<file path="src/rtl/float_div_pkg.sv">
// float_div_pkg: shared operand classes, flag indices and delay-line tag for the float_div special-case merge
package float_div_pkg;
  typedef enum logic [2:0] {FD_ZERO, FD_FIN, FD_INF, FD_QNAN, FD_SNAN} fd_class_t;
  localparam int FD_NV = 3;
  localparam int FD_DZ = 2;
  localparam int FD_OF = 1;
  localparam int FD_UF = 0;
  localparam logic [31:0] QNAN_DEFAULT = 32'h7FC00000;
  typedef struct packed {
    logic        vld;
    logic        use_mul;
    logic [31:0] special_x;
    logic        nv;
    logic        dz;
  } fd_tag_t;
endpackage

</file>
<file path="src/rtl/float_div_classify_e8m23.sv">
// float_div_classify_e8m23: maps one E8/M23 operand to its class, subnormals flushed to zero
module float_div_classify_e8m23
  import float_div_pkg::*;
(
  input  logic [7:0]  exp,
  input  logic [22:0] man,
  output fd_class_t   cls
);
  assign cls = exp == 8'h00 ? FD_ZERO :
               exp != 8'hFF ? FD_FIN  :
               man == '0    ? FD_INF  :
               man[22]      ? FD_QNAN : FD_SNAN;
endmodule

</file>
<file path="src/rtl/float_div_special_merge_pipe.sv">
// float_div_special_merge_pipe: carries the special-case decision alongside the multiplier and merges it into the final quotient and flags; FLOAT_DIV_STICKY_FLAGS_EN enables the sticky flag register
module float_div_special_merge_pipe
  import float_div_pkg::*;
#(
  parameter int          MUL_LAT = 3,
  parameter logic [31:0] QNAN    = QNAN_DEFAULT
) (
  input  logic        aclk,
  input  logic        areset,
  input  logic        astall,
  input  logic        in_vld,
  input  logic        a_sign,
  input  logic [7:0]  a_exp,
  input  logic [22:0] a_man,
  input  logic        b_sign,
  input  logic [7:0]  b_exp,
  input  logic [22:0] b_man,
  input  logic [31:0] mul_x,
  input  logic        flag_clr,
  output logic        out_vld,
  output logic [31:0] x,
  output logic [3:0]  flags,
  output logic [3:0]  sticky_flags
);
  fd_class_t ca, cb;
  fd_tag_t   tag, tail;
  fd_tag_t   dl [MUL_LAT];
  logic      s, any_nan, any_snan, inv, a_inf, b_zero, a_zero, b_inf;
  logic [3:0] flags_next;
  float_div_classify_e8m23 u_cls_a (.exp(a_exp), .man(a_man), .cls(ca));
  float_div_classify_e8m23 u_cls_b (.exp(b_exp), .man(b_man), .cls(cb));
  assign s        = a_sign ^ b_sign;
  assign any_nan  = ca == FD_QNAN || ca == FD_SNAN || cb == FD_QNAN || cb == FD_SNAN;
  assign any_snan = ca == FD_SNAN || cb == FD_SNAN;
  assign a_inf    = ca == FD_INF;
  assign b_inf    = cb == FD_INF;
  assign a_zero   = ca == FD_ZERO;
  assign b_zero   = cb == FD_ZERO;
  assign inv      = (a_inf && b_inf) || (a_zero && b_zero);
  // Issue-time special-case decision; classes are exclusive so NaN and inf/inf or 0/0 never overlap
  always_comb begin
    tag.vld       = in_vld;
    tag.use_mul   = !(any_nan || inv || a_inf || b_zero || a_zero || b_inf);
    tag.special_x = (any_nan || inv) ? QNAN :
                    (a_inf || b_zero) ? {s, 8'hFF, 23'h0} : {s, 31'h0};
    tag.nv        = any_snan || inv;
    tag.dz        = !any_nan && !inv && !a_inf && b_zero;
  end
  assign tail = dl[MUL_LAT-1];
  // Result flags for the entry meeting mul_x this cycle
  always_comb begin
    flags_next        = '0;
    flags_next[FD_NV] = tail.nv;
    flags_next[FD_DZ] = tail.dz;
    flags_next[FD_OF] = tail.use_mul && mul_x[30:23] == 8'hFF;
    flags_next[FD_UF] = tail.use_mul && mul_x[30:23] == 8'h00;
  end
  // Stall-aware delay line aligned to the multiplier latency
  always_ff @(posedge aclk) begin
    if (areset)
      for (int i = 0; i < MUL_LAT; i++) dl[i] <= '0;
    else if (!astall) begin
      dl[0] <= tag;
      for (int i = 1; i < MUL_LAT; i++) dl[i] <= dl[i-1];
    end
  end
  // Output register; quotient and flags only move when a valid entry arrives
  always_ff @(posedge aclk) begin
    if (areset) begin
      out_vld <= 1'b0;
      x       <= '0;
      flags   <= '0;
    end else if (!astall) begin
      out_vld <= tail.vld;
      if (tail.vld) begin
        x     <= tail.use_mul ? mul_x : tail.special_x;
        flags <= flags_next;
      end
    end
  end
`ifdef FLOAT_DIV_STICKY_FLAGS_EN
  // Sticky accumulation; a new flagged result survives a same-cycle clear
  always_ff @(posedge aclk) begin
    if (areset)
      sticky_flags <= '0;
    else if (!astall)
      sticky_flags <= (flag_clr ? 4'b0 : sticky_flags) | (tail.vld ? flags_next : 4'b0);
  end
`else
  logic unused_flag_clr;
  assign unused_flag_clr = flag_clr;
  assign sticky_flags    = '0;
`endif
endmodule

</file>
<file path="config.mk">
export PLATFORM = sky130hd
export DESIGN_NAME = float_div_special_merge_pipe
export DESIGN_NICKNAME = d
export VERILOG_FILES = /design/src/rtl/float_div_pkg.sv /design/src/rtl/float_div_classify_e8m23.sv /design/src/rtl/float_div_special_merge_pipe.sv
export SDC_FILE = /design/constraint.sdc
export NUM_CORES = 1
export LEC_CHECK = 0
export CORE_UTILIZATION = 37
export CTS_CLUSTER_DIAMETER = 60
export DETAILED_ROUTE_END_ITERATION = 7
export PLACE_DENSITY = 0.87
export SYNTH_ARGS = -nofsm -noshare
export SYNTH_HDL_FRONTEND = slang
export SYNTH_SLANG_ARGS = --single-unit
export TNS_END_PERCENT = 20
</file>
<file path="constraint.sdc">
create_clock -name aclk -period 2.3 [get_ports aclk]
set_input_delay 0.46 -clock aclk [delete_from_list [all_inputs] [get_ports aclk]]
set_output_delay 0.46 -clock aclk [all_outputs]
set_load 0.02 [all_outputs]
</file>
* After elaboration in Yosys (flattened, before gate mapping)
Memories as Yosys holds them, arrays and structs flattened.
Cells that the tools add are included.
** Storage, ports and cells
- Flip-flop bits (word level) :: 37
- Bits in writable memories :: 108
- Bits of input ports :: 101
- Output and inout port bits :: 41
- Logic and storage cells :: 68
- Memories kept :: 1
** Memories
- dl :: words 3, width 36, rd ports 3, clocked after memory_dff 0, write ports 3, line float_div_special_merge_pipe.sv:27 : fd_tag_t dl [MUL_LAT];
** Operators by class
- Equality and inequality tests :: 9
- Mux-type cells :: 19
- Bitwise logic cells :: 5
- Reduce and logical (&&, ||, !) cells :: 31
** Operators by type and width (number)
- 2-to-1 mux 36 bit :: 3
- 2-to-1 mux 32 bit :: 2
- zero test 23 bit :: 2
- 2-to-1 mux 31 bit :: 1
- zero test 8 bit :: 3
- 2-to-1 mux 3 bit :: 8
- != test 8 bit (second input constant) :: 2
- == test 3 x 2 -> 1 bit (second input constant) :: 4
- logical OR 1 bit :: 12
- == test 8 bit (second input constant) :: 1
- logical AND 1 bit :: 7
- == test 3 bit (second input constant) :: 2
- zero test 3 bit :: 2
- 2-to-1 mux 1 bit :: 5
- zero test 1 bit :: 4
- bitwise OR 1 bit :: 3
- AND reduction 2 bit :: 1
- inverter 1 bit :: 1
- bitwise XOR 1 bit :: 1

* Depth between registers and ports, before layout
Gate-level depths: netlist of the first run.
- Word-level depth :: 15
- Depth in mapped cells :: 5
- Mapped depth without buffers :: 4

* Cells and area by module
A second synthesis of the first run with hierarchy kept.
** Unflattened totals
- Cells, all modules :: 230
- Area total of the unflattened synthesis :: 2575.0 um^2
** Modules (own cells, without submodules)
- float_div_special_merge_pipe :: instances 1, cells each 194, area each 2229.6 um^2, sequential area each 1371.3 um^2
- float_div_classify_e8m23 :: instances 2, cells each 18, area each 172.7 um^2, sequential area each 0.0 um^2

* Worst setup path before layout of the first run
No wires, ideal clock.
- Path kind :: input -> register
- Start point :: in b_exp[1]
- End point :: mem dl[0][24] in the netlist's numbering (data pin)
- Library setup time :: 0.174 ns
- Arrival time :: 1.591 ns
- Required time :: 2.126 ns
- Path slack :: 0.534 ns
- Stages on the path :: 4
- Path buffers :: 0
- Path through :: or4_4 -> nand4bb_4 -> nor4b_1 -> a311oi_1
** RTL lines
- start: declaration :: line float_div_special_merge_pipe.sv:16 : input logic [7:0] b_exp,
- end: declaration :: line float_div_special_merge_pipe.sv:27

* Worst setup path after layout of the first run
- Start point :: in astall
- End point :: reg x[17]
** On the way
- Longest elaborated chain between the ends :: 2
** Ends and longest elaborated chain
- start: declaration :: line float_div_special_merge_pipe.sv:10 : input logic astall,
- inverter 1 bit (no source line)
- AND reduction 2 bit (no source line)
- end signal: assignment :: line float_div_special_merge_pipe.sv:76 : x <= tail.use_mul ? mul_x : tail.special_x;
- end: declaration :: line float_div_special_merge_pipe.sv:21 : output logic [31:0] x,
Every way passes these cells.
A chain may end at the register's enable or synchronous reset.

==> results of run 1 <==
## synth_stat cells, types with 3 or more instances
| master | n | share of area, % |
|---|---|---|
| nor4b_1 | 4 | 1.5 |
| a211oi_1 | 4 | 1.3 |
| nor4_1 | 12 | 3.1 |
| a22o_1 | 20 | 7.3 |
| dfxtp_1 | 37 | 31 |
| nand2_1 | 15 | 2.3 |
| nor3_1 | 8 | 1.7 |
| buf_4 | 4 | 1.3 |
| edfxtp_1 | 21 | 26 |
| or4_1 | 3 | 0.94 |
| nand3_1 | 5 | 1.0 |
| a21oi_1 | 14 | 2.9 |
| nand2b_1 | 3 | 0.78 |
| and2_1 | 15 | 3.9 |
| clkbuf_1 | 11 | 1.7 |
| nor2_1 | 17 | 2.7 |
| nand4_1 | 7 | 1.8 |
## layout by cell type, fill, tap and decap left out, types with 2 or more instances in the layout
cell and n:
clkbuf_8 11, buf_4 8, a22o_1 20, o21a_1 2, nor4_1 12, a311oi_1 2
conb_1 4, mux2i_1 2, nand3_1 5, or4_1 3, dfxtp_1 37, clkbuf_1 3
a211oi_1 4, clkdlybuf4s50_1 136, a21oi_1 14, nand2_1 15, nor2_1 17, and2_1 15
edfxtp_1 21, nor4_4 2, nor3_1 8, nand2b_1 3, nor4b_1 4, nand4_1 7
## layout make-up
cell class                      instances  area, um^2  share of cell area, %
Sequential cell                        58        1370                   33.8
Multi-Input combinational cell        150         972                   24.0
Inverter                                1        3.75                 0.0926
Tap cell                               75        93.8                   2.31
Clock buffer                           15         188                   4.63
Timing Repair Buffer                  144        1420                   35.1
Clock inverter                          1        5.00                  0.123
## power breakdown
| part | leakage [nW] | internal, mW | switching (mW) |
|---|---|---|---|
| Clock | 0.0989 | 0.515 | 0.365 |
| Combinational | 0.825 | 0.209 | 0.128 |
| Sequential | 0.530 | 1.10 | 0.0124 |
| Total | 1.45 | 1.83 | 0.505 |
## state kept, by name, summed over array words and instances (netlist names)
name and flops:
flags 4, x 32, dl 21, out_vld 1
## cells by family after synthesis
| family | count (synthesis) | share of synthesized area (%) |
|---|---|---|
| compound gates | 45 | 13.7 |
| xor+xnor | 1 | 0.365 |
| buf+inv | 16 | 3.12 |
| flops | 58 | 57.1 |
| mux | 2 | 0.833 |
| other cells | 1 | 0.156 |
| simple gates | 98 | 24.7 |
## routing by layer
metal | track usage, % | share of wire, % | vias to the layer above
li1 | - | - | 1115
met4 | 11.0 | 3.3 | 0
met1 | 19.0 | 37 | 990
met3 | 4.84 | 8.9 | 18
met2 | 32.8 | 51 | 128
met5 | 0 | 0 | -
## stage by stage
| step | cell area [um^2] | hold slack, ns |
|---|---|---|
| 2_1_floorplan | 2410 | 0.471 |
| 3_3_place_gp | 3860 | 0.440 |
| 3_5_place_dp | 3860 | 0.444 |
| 4_1_cts | 4060 | 0.453 |
| 5_1_grt | 4060 | 0.475 |
| 6_report | 4060 | 0.449 |
## critical path, cell delays in order
cell and delay, ns:
clkdlybuf4s50_1 0.49, nor2b_1 0.06, nor2_1 0.94, a22o_1 0.30
## worst paths after layout
path | endpoint | slack, ns
min reg2reg | x[6]$_SDFFE_PP0P_ | 0.45
max | x[17]$_SDFFE_PP0P_ | 0.31
min | x[6]$_SDFFE_PP0P_ | 0.45
max reg2reg | x[17]$_SDFFE_PP0P_ | 0.48
==> impl_results.md, run 1 <==
- Number of port buffers: 136
- Max Cap Viol: 0
- Placer Congestion: 0.813
- Drt first pass iters: 4
- Routed len/inst: 13.8 um
- Pre-CTS WS: -0.0210 ns
- HPWL Detailed: 4750 um
- Async SR Flop Fraction: 0%
- Utilization after layout: roughly 67%
- Share of cells above drive strength 1: under 10%
- CP Max Fanout: 20
- CTS clk-pin slew, worst paths: 0.06 ns
- Ports: 142
- EDFF count, synth: 21
- Die Span Y: 82.6 um
- Global-route wire length before repair: 9200 um
- RSZ-0062 raised after global routing: false
- Lkg Pwr: approximately 1.5 nW
- Hold Startpoint: x[6]$_SDFFE_PP0P_
- Measured slew at the worst slew-check pin: around 1.3 ns
- Max-slew violations: 0
- Yosys warns: 0
- NumNets Final: 465
- Clock Skews: 0.00558 ns
- Fmax achieved: between 500 and 600 MHz
- DRC violations left: 0
- Antenna violations before repair: 0
- CTS sink cnt: 58
- Fin Setup TNS: 0 ns
- Seq cells post-synth: 58
- Fin cells: 444
- Status: finished, final reports clean
- Global route overflow: 0
- CP Launch Type: primary input
- CTS H-Tree Depth: 3
- GR Util All Layers: 18.3%
- R2R cell count: 3
- CTS tree: built
- Mean number of vias per cell: 5.07
- Num rows: 28
- Hold-critical path depth: 2
- Setup bufs post-CTS: 0
- Vias: 2251
- Routed Antenna Nets: 0
- WP data arrival: 2.25 ns
- Yosys cell types: 34
- Hold Vio Cnt, Final: 0
- # diodes: 0
- Worst hold path class: flop to flop
- Placeable Area: 6100 um^2
- Post-synth design cell area: 2400 um^2
- Top_reg_cell synth: dfxtp_1
- Hold buffer count at CTS: 0
- Crit. Startpoint: astall
- Die Wd: slightly above 80 um
- Post-cts resize count: 0
- Avg Inst Size Synth: 10.9 um^2
- Setup Viol. Count Final: 0
- Pin count of the biggest net entering global routing: 22
- Max clock buf depth: 2
- Num CTS Buffers: 9
- Root buf cell: clkbuf_8
- CP Class: primary input to flop
- Placed cell count: 428
- Final worst path period share: 86.4%
- Clk Latency, worst-skew pair: roughly 0.32 ns
- CP endpoint kind: flop
- Initial Util: 39.4%
- FILL cells: 471
- Cell area power density: 575 nW/um^2
- Register area share after synthesis: 57.1%
- Min cycle time layout: 1.99 ns
- Slew margin rel.: 16.0%
- Total power: around 2.3 mW
- Cells after synthesis: between 200 and 250
- Die area: about 6800 um^2
- FF-to-FF Start: dl[0][107]$_SDFFCE_PN0P_
- Post-Route WL: 6110 um
- Post-route worst setup slack: just over 0.3 ns
- VDD IR max: 0.409 mV
- Iter 0 DRT Violations: between 60 and 70
- Layout area overhead: 68.8%
- Required time of the critical path: 2.56 ns
- Vias in the first global route: 2107
No activity file was read; power rests on OpenSTA's default activity.
==> run 2, diff against run 1 <==
CORE_UTILIZATION = 34   (was 37)
PLACE_DENSITY = 0.85   (was 0.87)
clock period = 1.7 ns   (was 2.3 ns; I/O delays follow)
==> run 2 against run 1 <==
Against the previous run:
- clock-buffer cell count is 3 lower
- non-clock buffer count is 17 higher
- global-route usage is 0.15 points lower
- clock skew is 0.0042 ns higher
- combinational power is 43% higher
- worst hold slack better by 0.0059 ns
- critical path depth is 2 higher
- flip-flop and latch count stayed put
- cell count is 8.6% higher
- die area is 8.6% higher
- critical endpoint is now dl[0][24]$_SDFFCE_PN0P_
- largest power group unchanged
- highest routed layer unchanged
==> impl_results.md, run 2 (synthesis results as in run 1) <==
- Max Cap Viol: 0 (unchanged)
- Hold Vio Cnt, Final: 0 (unchanged)
- Fmax achieved: ~600 MHz
- CP endpoint kind: flop (unchanged)
- Num CTS Buffers: 9 (unchanged)
- Measured slew at the worst slew-check pin: 0.801 ns (was 1.26 ns)
- Critical path cell sequence: clkdlybuf4s50_1 > nor4_2 > nand3b_1 > buf_4 > nor4b_4 > a311oi_2 (was clkdlybuf4s50_1 > nor2b_1 > nor2_1 > a22o_1)
- Placeable Area: 6790 um^2 (was 6100 um^2)
- Initial Util: 35.4% (was 39.4%)
- RSZ-0062 raised after global routing: true (was false)
- Commonest non-fill, non-tap cell in the layout: clkdlybuf4s50_1 (unchanged)
- CTS clk-pin slew, worst paths: 0.07 ns (was 0.06 ns)
- Ports: 142 (unchanged)
- VDD IR max: 0.498 mV (was 0.409 mV)
- Largest register FFs: 32 (unchanged)
- Max clock buf depth: 2 (unchanged)
- GR Util All Layers: 18.1% (was 18.3%)
- Die Span Y: 86.1 um (was 82.6 um)
- Root buf cell: clkbuf_8 (unchanged)
- CP Max Fanout: 2 (was 20)
- Layout area overhead: 83.5% (was 68.8%)
- # diodes: 0 (unchanged)
- Routed Antenna Nets: 0 (unchanged)
- Post-Route WL: 6860 um (was 6110 um)
- Min cycle time layout: 1.68 ns
- NumNets Final: 482 (was 465)
- Post-route worst setup slack: 0.0212 ns (was 0.312 ns)
- CTS H-Tree Depth: 3 (unchanged)
- FILL cells: 525 (was 471)
- Drt first pass iters: 4 (unchanged)
- Iter 0 DRT Violations: 96 (was 66)
- Top flop regs: x (32), dl (21), flags (4) (unchanged)
- CP Class: primary input to flop (unchanged)
- CTS tree: built (unchanged)
- Worst Path Buf+Inv: 2 (was 1)
- Top reg by flops: x (unchanged)
- Total power: 3.17 mW (was 2.33 mW)
- Share of cells above drive strength 1: 16.6% (was 7.59%)
- Max-slew violations: 0 (unchanged)
- Num rows: 30 (was 28)
- Routed len/inst: 14.2 um (was 13.8 um)
- Clock Skews: 0.00974 ns (was 0.00558 ns)
- Number of port buffers: 136 (unchanged)
- Lkg Pwr: 1.84 nW (was 1.45 nW)
- Vias in the first global route: 2404 (was 2107)
- Die area: 7410 um^2 (was 6820 um^2)
- Global-route wire length before repair: 10400 um (was 9200 um)
- Cell area power density: 719 nW/um^2 (was 575 nW/um^2)
- Commonest cells after routing, fill and taps aside: 106 x clkdlybuf4s50_1, 37 x dfxtp_1, 30 x dlymetal6s2s_1, 23 x buf_4, 21 x edfxtp_1 (was 136 x clkdlybuf4s50_1, 37 x dfxtp_1, 21 x edfxtp_1, 20 x a22o_1, 17 x nor2_1)
- HPWL Detailed: 5080 um (was 4750 um)
- Final worst path period share: a little over nine tenths
- Utilization after layout: 64.9% (was 66.5%)
- CTS sink cnt: 58 (unchanged)
- Slowest CP cell: clkdlybuf4s50_1 (was nor2_1)
- Pin count of the biggest net entering global routing: 22 (unchanged)
- Register area: 1370 um^2 (unchanged)
- Clk Latency, worst-skew pair: 0.32 ns (about the same)
- Vias: 2366 (was 2251)
- Status: finished, final reports clean (unchanged)
- Mean number of vias per cell: 4.91 (was 5.07)
- Final hold slack: 0.455 ns (was 0.449 ns)
- Placer Congestion: 0.857 (was 0.813)
- Kind of cell adding the most delay to the critical path: simple AND/OR/NAND/NOR gates (unchanged)
- Global route overflow: 0 (unchanged)
- Worst hold path class: flop to flop (unchanged)
- CP Launch Type: primary input (unchanged)
- Required time of the critical path: 1.76 ns (was 2.56 ns)
- DRC violations left: 0 (unchanged)
- Slew margin rel.: 46.5% (was 16.0%)
- Pre-CTS WS: -0.595 ns (was -0.0210 ns)
- Max incr delay on CP: 0.41 ns (was 0.94 ns)
- Die Wd: 86.1 um (was 82.6 um)
- Multi-input logic area: 1080 um^2 (was 972 um^2)
- Setup Viol. Count Final: 0 (unchanged)
- WP data arrival: 1.74 ns (was 2.25 ns)
- Antenna violations before repair: 0 (unchanged)
run 2: cell count changes in the layout (fill, tap and decap cells not counted), moves of 2 or more:
cell | previous run | this run
buf_12 | 0 | 2
buf_4 | 8 | 23
clkbuf_1 | 3 | 1
clkdlybuf4s50_1 | 136 | 106
dlymetal6s2s_1 | 0 | 30
inv_4 | 0 | 2
nor4_1 | 12 | 3
nor4_2 | 0 | 9
nor4b_1 | 4 | 2
or4_1 | 3 | 1
or4_4 | 1 | 3
run 2: repair_timing:
item,in CTS,in global routing
hold endpoints to repair,0,0
resized for setup,7,41
endpoints found under the setup margin,25,5
pin swaps,4,18
buffers inserted,0,4
hold buffers,0,0
run 2: per-stage QoR:
stage / area, um^2 / cells / TNS, ns
2_1_floorplan: 2410 / 224 / 0
3_3_place_gp: 4010 / 462 / -12.43
3_5_place_dp: 4010 / 462 / -13.71
4_1_cts: 4240 / 478 / -0.328
5_1_grt: 4410 / 482 / -0.0383
6_report: 4410 / 482 / 0
run 2: worst paths after layout:
path | slack, ns | from | depth (start not counted) | end
setup reg to reg | 0.19 | dl[0][107]$_SDFFCE_PN0P_ | 3 | x[0]$_SDFFE_PP0P_
hold reg to reg | 0.45 | x[6]$_SDFFE_PP0P_ | 2 | x[6]$_SDFFE_PP0P_
hold / removal | 0.45 | x[6]$_SDFFE_PP0P_ | 2 | x[6]$_SDFFE_PP0P_
setup / recovery | 0.02 | b_man[4] | 6 | dl[0][24]$_SDFFCE_PN0P_
run 2: worst register-to-register path, stage by stage (launching register included):
cell and delay, ns:
edfxtp_1 0.39, nor2b_1 0.18, nor2_2 0.62, a22o_1 0.26
run 2: where the power goes:
part           leakage (nW)  internal [mW]  switching, mW  total [mW]
sequential            0.530           1.49         0.0205        1.51
combinational          1.21          0.291          0.189       0.480
clock                 0.102          0.654          0.525        1.18
run 2: cell type report:
type,instances,share of cell area [%]
Clock buffer,12,3.77
Clock inverter,4,0.511
Inverter,1,0.0851
Multi-Input combinational cell,150,24.4
Sequential cell,58,31.1
Tap cell,96,2.72
Timing Repair Buffer,161,37.4
run 2: routing by layer:
| layer | vias up | GRT usage (%) | routed length, um |
|---|---|---|---|
| li1 | 1145 | - | - |
| met1 | 1093 | 17.7 | 2530 |
| met2 | 111 | 34.4 | 3690 |
| met3 | 17 | 4.72 | 456 |
| met4 | 0 | 10.0 | 178 |
| met5 | - | 0 | 0 |
==> run 3, diff against run 2 <==
SKIP_CTS_REPAIR_TIMING = 1   (was default)
==> run 3 against run 2 <==
Against the previous run:
- critical endpoint is now dl[0][33]$_SDFFCE_PP0P_
- critical path type unchanged
- clock-buffer cell count unchanged
- the run now ends with negative setup slack left
- via count increased by 1.2%
- sequential share of layout area decreased by 0.18 points
- die area unchanged
==> impl_results.md, run 3 (synthesis results as in run 1) <==
- Status: finished with violations (was finished, final reports clean)
- Failing checks: negative setup slack
- Register area: 1370 um^2 (unchanged)
- Hold-critical path depth: 2 (unchanged)
- Clk Latency, worst-skew pair: 0.32 ns (about the same)
- Required time of the critical path: 1.86 ns (was 1.76 ns)
- Commonest non-fill, non-tap cell in the layout: clkdlybuf4s50_1 (unchanged)
- Multi-input logic area: 1080 um^2 (about the same)
- Pre-CTS WS: -0.595 ns (unchanged)
- Placer Congestion: 0.857 (unchanged)
- DRC violations left: 0 (unchanged)
- Die Wd: 86.1 um (unchanged)
- Number of port buffers: 136 (unchanged)
- WP data arrival: 1.88 ns (was 1.74 ns)
- HPWL Detailed: 5080 um (unchanged)
- Global route overflow: 0 (unchanged)
- Mean number of vias per cell: 4.95 (was 4.91)
- Worst reg-to-reg setup slack: 0.30 ns (was 0.19 ns)
- CP Class: primary input to flop (unchanged)
- Worst hold path class: flop to flop (unchanged)
- RSZ-0062 raised after global routing: true (unchanged)
- # diodes: 0 (unchanged)
- Num rows: 30 (unchanged)
- Vias: 2394 (was 2366)
- Num CTS Buffers: 9 (unchanged)
- Total power: 3.18 mW (was 3.17 mW)
- Post-route worst setup slack: -0.0211 ns (was 0.0212 ns)
- CP Launch Type: primary input (unchanged)
- Drt first pass iters: 4 (unchanged)
- Top flop regs: x (32), dl (21), flags (4) (unchanged)
- Fin Setup TNS: -0.0251 ns (was 0 ns)
- Post-Route WL: 7030 um (was 6860 um)
- Initial Util: 35.4% (unchanged)
- Max Cap Viol: 0 (unchanged)
- Die Span Y: 86.1 um (unchanged)
- Commonest cells after routing, fill and taps aside: 104 x clkdlybuf4s50_1, 37 x dfxtp_1, 32 x dlymetal6s2s_1, 24 x buf_4, 21 x edfxtp_1 (was 106 x clkdlybuf4s50_1, 37 x dfxtp_1, 30 x dlymetal6s2s_1, 23 x buf_4, 21 x edfxtp_1)
- Pin count of the biggest net entering global routing: 22 (unchanged)
- CTS clk-pin slew, worst paths: 0.07 ns (about the same)
- Top reg by flops: x (unchanged)
- Utilization after layout: 65.3% (was 64.9%)
- Largest register FFs: 32 (unchanged)
- Max-slew violations: 0 (unchanged)
- Iter 0 DRT Violations: 87 (was 96)
- Hold Vio Cnt, Final: 0 (unchanged)
- Vias in the first global route: 2382 (was 2404)
- Crit. Startpoint: a_man[1] (was b_man[4])
- Placeable Area: 6790 um^2 (unchanged)
- Hold Startpoint: x[6]$_SDFFE_PP0P_ (unchanged)
- Max incr delay on CP: 0.44 ns (was 0.41 ns)
- Die area: 7410 um^2 (unchanged)
- CP endpoint kind: flop (unchanged)
- FF-to-FF Start: dl[0][107]$_SDFFCE_PN0P_ (unchanged)
- Hold path endpoint: x[6]$_SDFFE_PP0P_ (unchanged)
- CP Max Fanout: 2 (unchanged)
- CP Depth: 5 (was 6)
- CTS tree: built (unchanged)
- Root buf cell: clkbuf_8 (unchanged)
- Critical path cell sequence: clkdlybuf4s50_1 > nor4_1 > nand4_1 > or4_4 > a211oi_2 (was clkdlybuf4s50_1 > nor4_2 > nand3b_1 > buf_4 > nor4b_4 > a311oi_2)
- FILL cells: 522 (was 525)
- Max clock buf depth: 2 (unchanged)
- NumNets Final: 484 (was 482)
- Antenna violations before repair: 0 (unchanged)
- Setup Viol. Count Final: 2 (was 0)
- Final worst path period share: 101% (was 98.8%)
- Worst Path Buf+Inv: 1 (was 2)
- Clock Skews: 0.00985 ns (was 0.00974 ns)
- Fmax achieved: 581 MHz (was 596 MHz)
- Global-route wire length before repair: 10300 um (was 10400 um)
- R2R cell count: 4 (was 3)
- GR Util All Layers: 18.0% (was 18.1%)
- CTS H-Tree Depth: 3 (unchanged)
- Lkg Pwr: 1.87 nW (was 1.84 nW)
- Kind of cell adding the most delay to the critical path: simple AND/OR/NAND/NOR gates (unchanged)
- Routed Antenna Nets: 0 (unchanged)
- Ports: 142 (unchanged)
- Min cycle time layout: 1.72 ns (was 1.68 ns)
- Worst R2R End: x[0]$_SDFFE_PP0P_ (unchanged)
- Cell area power density: 717 nW/um^2 (was 719 nW/um^2)
- VDD IR max: 0.498 mV (about the same)
- CTS sink cnt: 58 (unchanged)
- Slowest CP cell: clkdlybuf4s50_1 (unchanged)
- Routed len/inst: 14.5 um (was 14.2 um)
- Layout area overhead: 84.6% (was 83.5%)
- Share of cells above drive strength 1: 17.0% (was 16.6%)
## run 3: cell types whose count changed in the layout (fill, tap and decap cells not counted)
cell and delta:
clkdlybuf4s50_1 -2, dlymetal6s2s_1 +2, a211oi_1 -1, a211oi_2 +1, buf_4 +1, buf_6 +1
nor2_1 +1, nor2_2 -1
## run 3: worst min-delay path: stages (launching register included)
cell     delay, ns
dfxtp_1       0.31
nand2_1       0.05
a21oi_1       0.05
## run 3: routing by layer
layer,vias up,track usage (%),part of all wire [%]
li1,1149,-,-
met1,1117,17.7,37
met2,111,33.9,54
met3,17,4.72,6.7
met4,0,10.0,2.5
met5,-,0,0
## run 3: how the worst max path moves through the flow
stage	slack [ns]	to
detailed placement	-0.59	dl[0][33]$_SDFFCE_PP0P_
finish	-0.02	dl[0][33]$_SDFFCE_PP0P_
floorplan	0.05	dl[0][24]$_SDFFCE_PN0P_
global route	-0.06	dl[0][33]$_SDFFCE_PP0P_
CTS	-0.25	dl[0][33]$_SDFFCE_PP0P_
global placement	-0.54	dl[0][33]$_SDFFCE_PP0P_
## run 3: final cells by class
cell class / count / area share (%)
clock inverter: 4 / 0.508
timing repair buffer: 163 / 37.7
sequential: 58 / 30.9
tap: 96 / 2.71
inverter: 1 / 0.0846
clock buffer: 12 / 3.75
multi-input combinational: 150 / 24.3
## run 3: through the flow
stage / std cells / cell area, um^2 / hold WS, ns
after floorplan: 224 / 2410 / 0.466
after CTS: 478 / 4200 / 0.457
after global routing: 484 / 4440 / 0.473
final: 484 / 4440 / 0.455
after global placement: 462 / 4010 / 0.439
after detailed placement: 462 / 4010 / 0.447
## run 3: power breakdown
group	internal (mW)	total (mW)	switching (mW)
clock network	0.654	1.18	0.527
logic	0.294	0.485	0.191
registers	1.49	1.51	0.0204
total	2.44	3.18	0.738
